[src/rtl/edge_evt_pkg.sv]
// Shared types and helpers for the edge event arbiter: event kind encoding,
// the event record and the round-robin index wrap.
package edge_evt_pkg;

    localparam int EVT_CH_MAX_W = 8;

    typedef enum logic {
        EVT_RISE = 1'b0,
        EVT_FALL = 1'b1
    } evt_type_e;

    typedef struct packed {
        logic [EVT_CH_MAX_W-1:0] ch;
        evt_type_e               kind;
    } evt_t;

    function automatic int wrap_inc(input int idx, input int n);
        return (idx + 1 >= n) ? 0 : idx + 1;
    endfunction

endpackage

[src/rtl/rr_arbiter.sv]
// Combinational round-robin picker: first requesting index at or after ptr,
// wrapping from N-1 back to 0.
module rr_arbiter #(
    parameter int N = 4
) (
    input  logic [N-1:0]         req,
    input  logic [$clog2(N)-1:0] ptr,
    output logic                 gnt_valid,
    output logic [$clog2(N)-1:0] gnt_idx
);

    localparam int W = $clog2(N);

    int           idx;
    logic [W-1:0] idx_w;

    // Scan offsets from farthest to nearest so the closest request is written last.
    always_comb begin
        gnt_valid = 1'b0;
        gnt_idx   = '0;
        idx       = 0;
        idx_w     = '0;
        for (int k = N - 1; k >= 0; k--) begin
            idx = int'(ptr) + k;
            if (idx >= N) begin
                idx = idx - N;
            end
            idx_w = W'(idx);
            if (req[idx_w]) begin
                gnt_valid = 1'b1;
                gnt_idx   = idx_w;
            end
        end
    end

endmodule

[src/rtl/edge_event_arbiter.sv]
// Edge detector with per-channel rise/fall pending bits, sticky overflow
// flags and a round-robin serialiser onto one valid/ready event port.
module edge_event_arbiter
    import edge_evt_pkg::*;
#(
    parameter int NUM_CH = 4
) (
    input  logic                      clk,
    input  logic                      reset,
    input  logic [NUM_CH-1:0]         a_i,
    input  logic [NUM_CH-1:0]         en_i,
    output logic                      evt_valid_o,
    input  logic                      evt_ready_i,
    output logic [$clog2(NUM_CH)-1:0] evt_ch_o,
    output logic                      evt_fall_o,
    output logic [NUM_CH-1:0]         overflow_o,
    input  logic [NUM_CH-1:0]         clear_ovf_i,
    output logic                      pend_any_o
);

    localparam int CH_W = $clog2(NUM_CH);

    logic [NUM_CH-1:0] prev_reg;
    logic [NUM_CH-1:0] pend_r_reg, pend_r_next;
    logic [NUM_CH-1:0] pend_f_reg, pend_f_next;
    logic [NUM_CH-1:0] order_reg, order_next;
    logic [NUM_CH-1:0] ovf_reg, ovf_next;
    logic [CH_W-1:0]   ptr_reg;
    logic              valid_reg;
    logic [CH_W-1:0]   ch_reg;
    evt_type_e         kind_reg;

    logic              gnt_valid;
    logic [CH_W-1:0]   gnt_idx;
    evt_type_e         gnt_kind;
    logic              load;
    logic              take;

    rr_arbiter #(
        .N(NUM_CH)
    ) u_rr_arbiter (
        .req       (pend_r_reg | pend_f_reg),
        .ptr       (ptr_reg),
        .gnt_valid (gnt_valid),
        .gnt_idx   (gnt_idx)
    );

    // Older type first when both are pending; order bit set means the fall is older.
    always_comb begin
        gnt_kind = EVT_RISE;
        if (pend_f_reg[gnt_idx] && (!pend_r_reg[gnt_idx] || order_reg[gnt_idx])) begin
            gnt_kind = EVT_FALL;
        end
    end

    assign load = !valid_reg || evt_ready_i;
    assign take = load && gnt_valid;

    generate
        for (genvar gi = 0; gi < NUM_CH; gi++) begin : g_ch
            logic rise, fall, hit, clr_r, clr_f, r_old, f_old;

            assign rise  = a_i[gi] & ~prev_reg[gi];
            assign fall  = ~a_i[gi] & prev_reg[gi];
            assign hit   = take && (gnt_idx == CH_W'(gi));
            assign clr_r = hit && (gnt_kind == EVT_RISE);
            assign clr_f = hit && (gnt_kind == EVT_FALL);
            // An already-pending bit that is not being handed to the output this cycle.
            assign r_old = pend_r_reg[gi] & ~clr_r;
            assign f_old = pend_f_reg[gi] & ~clr_f;

            assign pend_r_next[gi] = en_i[gi] & (rise | r_old);
            assign pend_f_next[gi] = en_i[gi] & (fall | f_old);
            assign ovf_next[gi]    = (en_i[gi] & ((rise & r_old) | (fall & f_old)))
                                   | (ovf_reg[gi] & ~clear_ovf_i[gi]);
            assign order_next[gi]  = pend_r_next[gi] & pend_f_next[gi]
                                   & ((r_old & f_old) ? order_reg[gi] : f_old);
        end
    endgenerate

    always_ff @(posedge clk or negedge reset) begin
        if (!reset) begin
            prev_reg   <= '0;
            pend_r_reg <= '0;
            pend_f_reg <= '0;
            order_reg  <= '0;
            ovf_reg    <= '0;
            ptr_reg    <= '0;
            valid_reg  <= 1'b0;
            ch_reg     <= '0;
            kind_reg   <= EVT_RISE;
        end else begin
            prev_reg   <= a_i;
            pend_r_reg <= pend_r_next;
            pend_f_reg <= pend_f_next;
            order_reg  <= order_next;
            ovf_reg    <= ovf_next;
            if (load) begin
                if (gnt_valid) begin
                    valid_reg <= 1'b1;
                    ch_reg    <= gnt_idx;
                    kind_reg  <= gnt_kind;
                    ptr_reg   <= CH_W'(wrap_inc(int'(gnt_idx), NUM_CH));
                end else begin
                    valid_reg <= 1'b0;
                end
            end
        end
    end

    assign evt_valid_o = valid_reg;
    assign evt_ch_o    = ch_reg;
    assign evt_fall_o  = (kind_reg == EVT_FALL);
    assign overflow_o  = ovf_reg;
    assign pend_any_o  = |(pend_r_reg | pend_f_reg);

endmodule

[config.mk]
export PLATFORM = sky130hd
export DESIGN_NAME = edge_event_arbiter
export DESIGN_NICKNAME = d
export VERILOG_FILES = /design/src/rtl/edge_evt_pkg.sv /design/src/rtl/rr_arbiter.sv /design/src/rtl/edge_event_arbiter.sv
export SDC_FILE = /design/constraint.sdc
export NUM_CORES = 1
export LEC_CHECK = 0
export ABC_AREA = 1
export BUFFER_PORTS_ARGS = -buffer_cell sky130_fd_sc_hd__clkbuf_2
export CAP_MARGIN = 20
export CORE_MARGIN = 4
export CORE_UTILIZATION = 54
export DETAILED_ROUTE_END_ITERATION = 12
export PLACE_DENSITY = 0.76
export SLEW_MARGIN = 20
export SYNTH_ARGS = -nofsm -noshare
export SYNTH_HDL_FRONTEND = slang
export SYNTH_HIERARCHICAL = 1
export SYNTH_SLANG_ARGS = --single-unit
[constraint.sdc]
create_clock -name clk -period 2.7 [get_ports clk]
set_clock_uncertainty 0.05 [all_clocks]
set_input_delay 0.54 -clock clk [delete_from_list [all_inputs] [get_ports clk]]
set_output_delay 0.54 -clock clk [all_outputs]
set_load 0.02 [all_outputs]
# Yosys cells after proc, flatten, opt, wreduce, memory -nomap -nowiden
# Index checks and enable logic that the tools add are counted.
[op_classes]
n_addsub = 8
n_lt_le_gt_ge = 10
n_eq_ne = 3
muxes = 33
bitwise_logic = 90
reduce_logical = 21
[op_table]
columns = ["cell", "count"]
rows = [
  ["AND 1 bit", 52],
  ["NOT 1 bit", 21],
  ["2-to-1 mux 2 bit", 9],
  ["2-to-1 mux 1 bit", 17],
  ["OR 1 bit", 16],
  ["less-than comparator 2 x 3 -> 1 bit, second input constant", 5],
  ["binary-select mux 1 bit (select 2 bit)", 7],
  ["logical AND 1 bit", 14],
  ["greater-or-equal comparator 3 bit, second input constant", 4],
  ["subtractor 2 x 1 -> 2 bit, second input constant", 4],
  ["adder 2 x 1 -> 3 bit, second input constant", 2],
  ["adder 2 x 2 -> 3 bit, second input constant", 2],
  ["equality test 2 bit, second input constant", 2],
  ["OR 4 bit", 1],
  ["OR reduction 4 bit", 1],
  ["greater-or-equal comparator 2 x 3 -> 1 bit, second input constant", 1],
  ["equality test 2 x 1 -> 1 bit, second input constant", 1],
  ["logical NOT 1 bit", 2],
  ["logical NOT 2 bit", 1],
  ["logical OR 1 bit", 2],
  ["AND reduction 2 bit", 1],
]
[totals]
reg_bits = 26
input_bits = 15
out_inout_bits = 9
elab_cells = 174

# Logic depth before layout (Yosys ltp)
[depth]
ltp_word = 23
ltp_mapped = 21
ltp_nobuf = 21

# Hierarchy
# The synthesis kept the hierarchy.
[modules_own_cells]
columns = ["mod", "instances", "cells_each", "area_each_um2", "seq_area_each_um2"]
rows = [
  ["edge_event_arbiter", 1, 194, 1440.1, 650.6],
  ["rr_arbiter", 1, 46, 212.7, 0.0],
]

# Least setup slack after synthesis
# OpenSTA, ideal clock, no wires.
[synth_path]
kind = "reg-to-reg"
from = "register pend_r_reg[2]"
to = "register order_reg[1]"
setup_ns = 0.116
arrival_ns = 2.014
required_time_ns = 2.534
setup_slack_ns = 0.520
path_stages_with_launch = 19
path_buffers = 0
period_less_slack_ns = 2.180
cell_sequence = "dfrtp_1 nor2_1 inv_1 inv_1 nand2_1 and2_4 nand2_2 nand2_1 inv_1 a21boi_1 inv_1 ha_1 inv_1 nor2_1 or2_1 inv_1 nor2_1 nand2_1 nor2_2"
[synth_between]
elab_chain_cells = 21
word_cells_on_any_way = 45
cone_classes = "1 x eq/ne; 24 x mux; 13 x bitwise; 7 x reduce/logical"
[synth_rtl]
columns = ["element", "line", "source"]
rows = [
  ["start: declaration", "edge_event_arbiter.sv:24", "logic [NUM_CH-1:0] pend_r_reg, pend_r_next;"],
  ["start signal: assignment", "edge_event_arbiter.sv:94", "pend_r_reg <= pend_r_next;"],
  ["OR 4 bit (*)", "edge_event_arbiter.sv:42", ".req (pend_r_reg | pend_f_reg),"],
  ["binary-select mux 1 bit (select 2 bit)", "rr_arbiter.sv:29", "if (req[idx_w]) begin"],
  ["2-to-1 mux 1 bit (implied by the code)", "rr_arbiter.sv:29", ""],
  ["2-to-1 mux 2 bit (3 in series)", "rr_arbiter.sv:29", ""],
  ["2-to-1 mux 2 bit (*)", "rr_arbiter.sv:29", ""],
  ["named net gnt_idx[1]", "edge_event_arbiter.sv:34", "logic [CH_W-1:0] gnt_idx;"],
  ["binary-select mux 1 bit (select 2 bit)", "edge_event_arbiter.sv:51", "if (pend_f_reg[gnt_idx] && (!pend_r_reg[gnt_idx] || order_reg[gnt_idx])) begin"],
  ["2-to-1 mux 1 bit (implied by the code)", "edge_event_arbiter.sv:51", ""],
  ["[5 not listed]", "-", ""],
  ["logical AND 1 bit", "edge_event_arbiter.sv:66", "assign clr_r = hit && (gnt_kind == EVT_RISE);"],
  ["NOT 1 bit", "edge_event_arbiter.sv:69", "assign r_old = pend_r_reg[gi] & ~clr_r;"],
  ["AND 1 bit", "edge_event_arbiter.sv:69", ""],
  ["OR 1 bit", "edge_event_arbiter.sv:72", "assign pend_r_next[gi] = en_i[gi] & (rise | r_old);"],
  ["AND 1 bit", "edge_event_arbiter.sv:72", ""],
  ["AND 1 bit", "edge_event_arbiter.sv:76", "assign order_next[gi] = pend_r_next[gi] & pend_f_next[gi]"],
  ["AND 1 bit (*)", "edge_event_arbiter.sv:77", "& ((r_old & f_old) ? order_reg[gi] : f_old);"],
  ["named net order_next[1]", "edge_event_arbiter.sv:26", "logic [NUM_CH-1:0] order_reg, order_next;"],
  ["end signal: assignment", "edge_event_arbiter.sv:96", "order_reg <= order_next;"],
  ["end: declaration", "edge_event_arbiter.sv:26", ""],
]
# Mark *: on every way through the listed nets, which the timed path passes. The rest lies on a longest branch. The select of a mux whose other input is x is not followed.
# A chain may end at the register's enable or synchronous reset.

# Worst setup path after layout
[layout_path]
from = "register pend_r_reg[0]"
to = "register pend_f_reg[3]"
[layout_between]
elab_chain_cells = 18
word_cells_on_any_way = 35
cone_classes = "1 x eq/ne; 23 x mux; 5 x bitwise; 6 x reduce/logical"
[layout_rtl]
columns = ["element", "line", "source"]
rows = [
  ["OR 4 bit (*)", "edge_event_arbiter.sv:42", ""],
  ["binary-select mux 1 bit (select 2 bit)", "rr_arbiter.sv:29", ""],
  ["2-to-1 mux 1 bit (implied by the code)", "rr_arbiter.sv:29", ""],
  ["2-to-1 mux 2 bit (3 in series)", "rr_arbiter.sv:29", ""],
  ["2-to-1 mux 2 bit (*)", "rr_arbiter.sv:29", ""],
  ["named net gnt_idx[1]", "edge_event_arbiter.sv:34", ""],
  ["binary-select mux 1 bit (select 2 bit)", "edge_event_arbiter.sv:51", ""],
  ["2-to-1 mux 1 bit (implied by the code)", "edge_event_arbiter.sv:51", ""],
  ["[2 not listed]", "-", ""],
  ["logical AND 1 bit", "edge_event_arbiter.sv:51", ""],
  ["2-to-1 mux 1 bit", "edge_event_arbiter.sv:51", ""],
  ["logical AND 1 bit (*)", "edge_event_arbiter.sv:67", "assign clr_f = hit && (gnt_kind == EVT_FALL);"],
  ["NOT 1 bit (*)", "edge_event_arbiter.sv:70", "assign f_old = pend_f_reg[gi] & ~clr_f;"],
  ["AND 1 bit (*)", "edge_event_arbiter.sv:70", ""],
  ["OR 1 bit (*)", "edge_event_arbiter.sv:73", "assign pend_f_next[gi] = en_i[gi] & (fall | f_old);"],
  ["AND 1 bit (*)", "edge_event_arbiter.sv:73", ""],
  ["named net pend_f_next[3]", "edge_event_arbiter.sv:25", "logic [NUM_CH-1:0] pend_f_reg, pend_f_next;"],
  ["end signal: assignment", "edge_event_arbiter.sv:95", "pend_f_reg <= pend_f_next;"],
  ["end: declaration", "edge_event_arbiter.sv:25", ""],
]
# Marked as above.

==> flow_summary.json <==
{
  "synth_cells": 240,
  "grt_util_met1_pct": 22.1,
  "dr.pass1.iters": 4,
  "cts.path.max_buffers": 2,
  "cpMostUsedCell": "nand2_1",
  "hpwlAfterDp_mm": 2.27,
  "gr-total-overflow": 0,
  "p_leak_nw": 1.12,
  "grt_pass1_wl_mm": 5.59,
  "met3_usage_pct": 2.84,
  "cp_max_fo": 4,
  "layout.nets": 285,
  "wl_per_cell_um": 10.1,
  "clk_pin_slew_ns": 0.14,
  "drt-total-wl_mm": 3.00,
  "syn-num-nets": 259,
  "rsz0062_at_grt": "no",
  "slew_violations": 0,
  "setup_tns_ns": 0,
  "slew_headroom_pct": 58.2,
  "cts_inserted_buffers": 3,
  "layoutNonFillerInstCount": 296,
  "cts.repair.resized": 1,
  "hold_violations": 0,
  "syn2layout_area_growth_pct": 12.3,
  "via_count": 1404,
  "chipHeight_um": 63.3,
  "cts_sinks": 26,
  "final_cell_area_mm2": 0.00186,
  "io_pins": 24,
  "initial_utilization_pct": 58.4,
  "clkLatencyLatePin_ns": 0.33,
  "ff2ff_setup_slack_ns": 0.28,
  "drive_gt1_share_pct": 22.6,
  "cp-end-kind": "register",
  "avgSynthCellArea_um2": 6.89,
  "ir_worst_vdd_mv": 0.515,
  "yosysSeqAreaShare_pct": 39.4,
  "ys_ff_latch": 26,
  "max_freq_ghz": 0.413,
  "power_density_mw_per_mm2": 1060,
  "period_share_pct": 89.6,
  "setup_violations": 0,
  "slowest_delay_ns": 0.45,
  "rows": 19,
  "crit_path_start_kind": "register",
  "worstMarginPinSlew_ns": 0.627,
  "synth_warnings": 6,
  "criticalPathCategory": "register to register",
  "worstReg2RegStart": "pend_r_reg[0]",
  "min_period_ns": 2.42,
  "critPathArrivalTime_ns": 2.61,
  "grt_max_degree": 27,
  "antenna_found_initial": 0,
  "path_cells": "nor2_1 > inv_1 > nand2_1 > o21ai_1 > nand2_1 > nand3_1 > a21boi_2 > ha_1 > inv_1 > nor2_1 > nand3_1 > nand2_1 > nand2_1 > nand2_1 > inv_1",
  "drc": 0,
  "detail-route-antenna-nets": 0,
  "vias_per_cell": 4.74,
  "die_w_um": 63.3,
  "maxCapViolations": 0,
  "required_ns": 2.89,
  "status": "completed",
  "synth_area_mm2": 0.00165,
  "startpoint": "pend_r_reg[0]",
  "synth_cell_type_count": 25,
  "fin_util_pct": 65.6,
  "port_buffers": 23,
  "die-area_mm2": 0.00401,
  "cts_tree": "yes",
  "dpl.cell_count": 292,
  "post_cts_buffers": 0,
  "htreeDepth": 1,
  "postCtsHoldBufs": 0,
  "hold_class": "input port to async pin",
  "crit_slowest_cell": "dfrtp_1",
  "whs_ns": 0.145,
  "grt.busiest_layer": "met2",
  "n_antenna_cell": 0,
  "gp_congestion": 0.926,
  "grt_usage_pct": 17.0,
  "cts-root-buf": "clkbuf_4",
  "core_region_area_mm2": 0.00283,
  "placedInstanceArea_mm2": 0.00179,
  "grtUsageMet2_pct": 28.6,
  "first_global_vias": 1307,
  "drt_first_iter_violations": 70
}
[cell usage after synthesis]
library cell  number  share of area, %
nand2_2           15               5.7
nand2_4            1              0.68
nand2_1           74                17
o21ai_2            1              0.53
nand3_1           18               5.5
inv_1             51                12
clkinv_2           1              0.30
mux2_2             1              0.68
dfrtp_1           26                39
clkinv_1           2              0.45
o31ai_1            1              0.45
ha_1               4               3.0
nand3_4            2               2.1
buf_2              1              0.30
or2_1              4               1.5
nor2_1            20               4.5
a21boi_1           1              0.45
and2_4             1              0.53
a21oi_1            5               1.5
o21ai_1            1              0.30
inv_2              1              0.23
o21ai_0            3              0.91
nor2_2             4               1.5
nand4_1            1              0.38
buf_6              1              0.68
[report_power, final]
part / internal, mW / switching, mW
Clock: 0.150 / 0.120
Sequential: 0.464 / 0.0781
Combinational: 0.398 / 0.756
[placed cells by master (no fill, tap or decap)]
| cell | Yosys | layout |
|---|---|---|
| dfrtp_1 | 26 | 25 |
| a21boi_2 | 0 | 1 |
| ha_1 | 4 | 4 |
| dfrtp_2 | 0 | 1 |
| clkbuf_2 | 0 | 23 |
| clkinv_1 | 2 | 2 |
| nand2_2 | 15 | 16 |
| bufinv_16 | 0 | 1 |
| nand2_1 | 74 | 73 |
| a21oi_1 | 5 | 5 |
| inv_1 | 51 | 50 |
| o21ai_0 | 3 | 3 |
| or2_1 | 4 | 4 |
| o21ai_1 | 1 | 1 |
| clkinv_2 | 1 | 1 |
| nand3_1 | 18 | 18 |
| o31ai_1 | 1 | 1 |
| mux2_2 | 1 | 1 |
| and2_4 | 1 | 1 |
| nand4_1 | 1 | 1 |
| nor2_1 | 20 | 18 |
| inv_2 | 1 | 2 |
| o21ai_2 | 1 | 1 |
| nand3_4 | 2 | 2 |
| clkbuf_4 | 0 | 3 |
| nor2_2 | 4 | 6 |
| nand2_4 | 1 | 1 |
[worst max-delay path, delay by kind of cell (launching register included)]
family                   cells  cell delay, ns
flip-flops                   1            0.45
AND/OR/NAND/NOR              9            1.02
AO/OA/AOI/OAI                2            0.40
buffers and inverters        3            0.17
adder cells (fa/ha/maj)      1            0.24
[layer usage]
| metal | vias to the layer above | routed length, um |
|---|---|---|
| met5 | - | 0 |
| met2 | 25 | 1420 |
| met1 | 610 | 1390 |
| met4 | 0 | 56 |
| li1 | 762 | - |
| met3 | 7 | 133 |
[metrics by stage]
step / total power [mW] / worst slack (ns)
after floorplan: 1.44 / 0.520
after global placement: 1.64 / 0.0254
after detailed placement: 1.65 / 0.0177
after CTS: 1.94 / 0.154
after global routing: 2.17 / 0.00835
final: 1.97 / 0.280
[final cells by class]
class                           instances  area (um^2)
Inverter                               55          208
Clock inverter                          1         30.0
Multi-Input combinational cell        157          790
Timing Repair Buffer                   23          115
Clock buffer                            3         22.5
Tap cell                               31         38.8
Sequential cell                        26          652
Fill cell                             256          973
[path summary, 6_finish.rpt]
path | end | cells after the start
min in group clk | prev_reg[0] | 1
max reg2reg | pend_f_reg[3] | 15
min reg2reg | overflow_o[1] | 2
min | ptr_reg[1] | 1
max in group asynchronous | ptr_reg[0] | 1
max | pend_f_reg[3] | 15
[cells by family (layout without fill, tap and decap cells)]
group	count (synthesis)	in the layout	synth area share, %
buffers and inverters	57	82	13.5
flip-flops	26	26	39.4
adder cells (fa/ha/maj)	4	4	3.03
AO/OA/AOI/OAI	12	12	4.16
AND/OR/NAND/NOR	140	140	39.2
multiplexers	1	1	0.681
(Power assumes the default switching activity.)
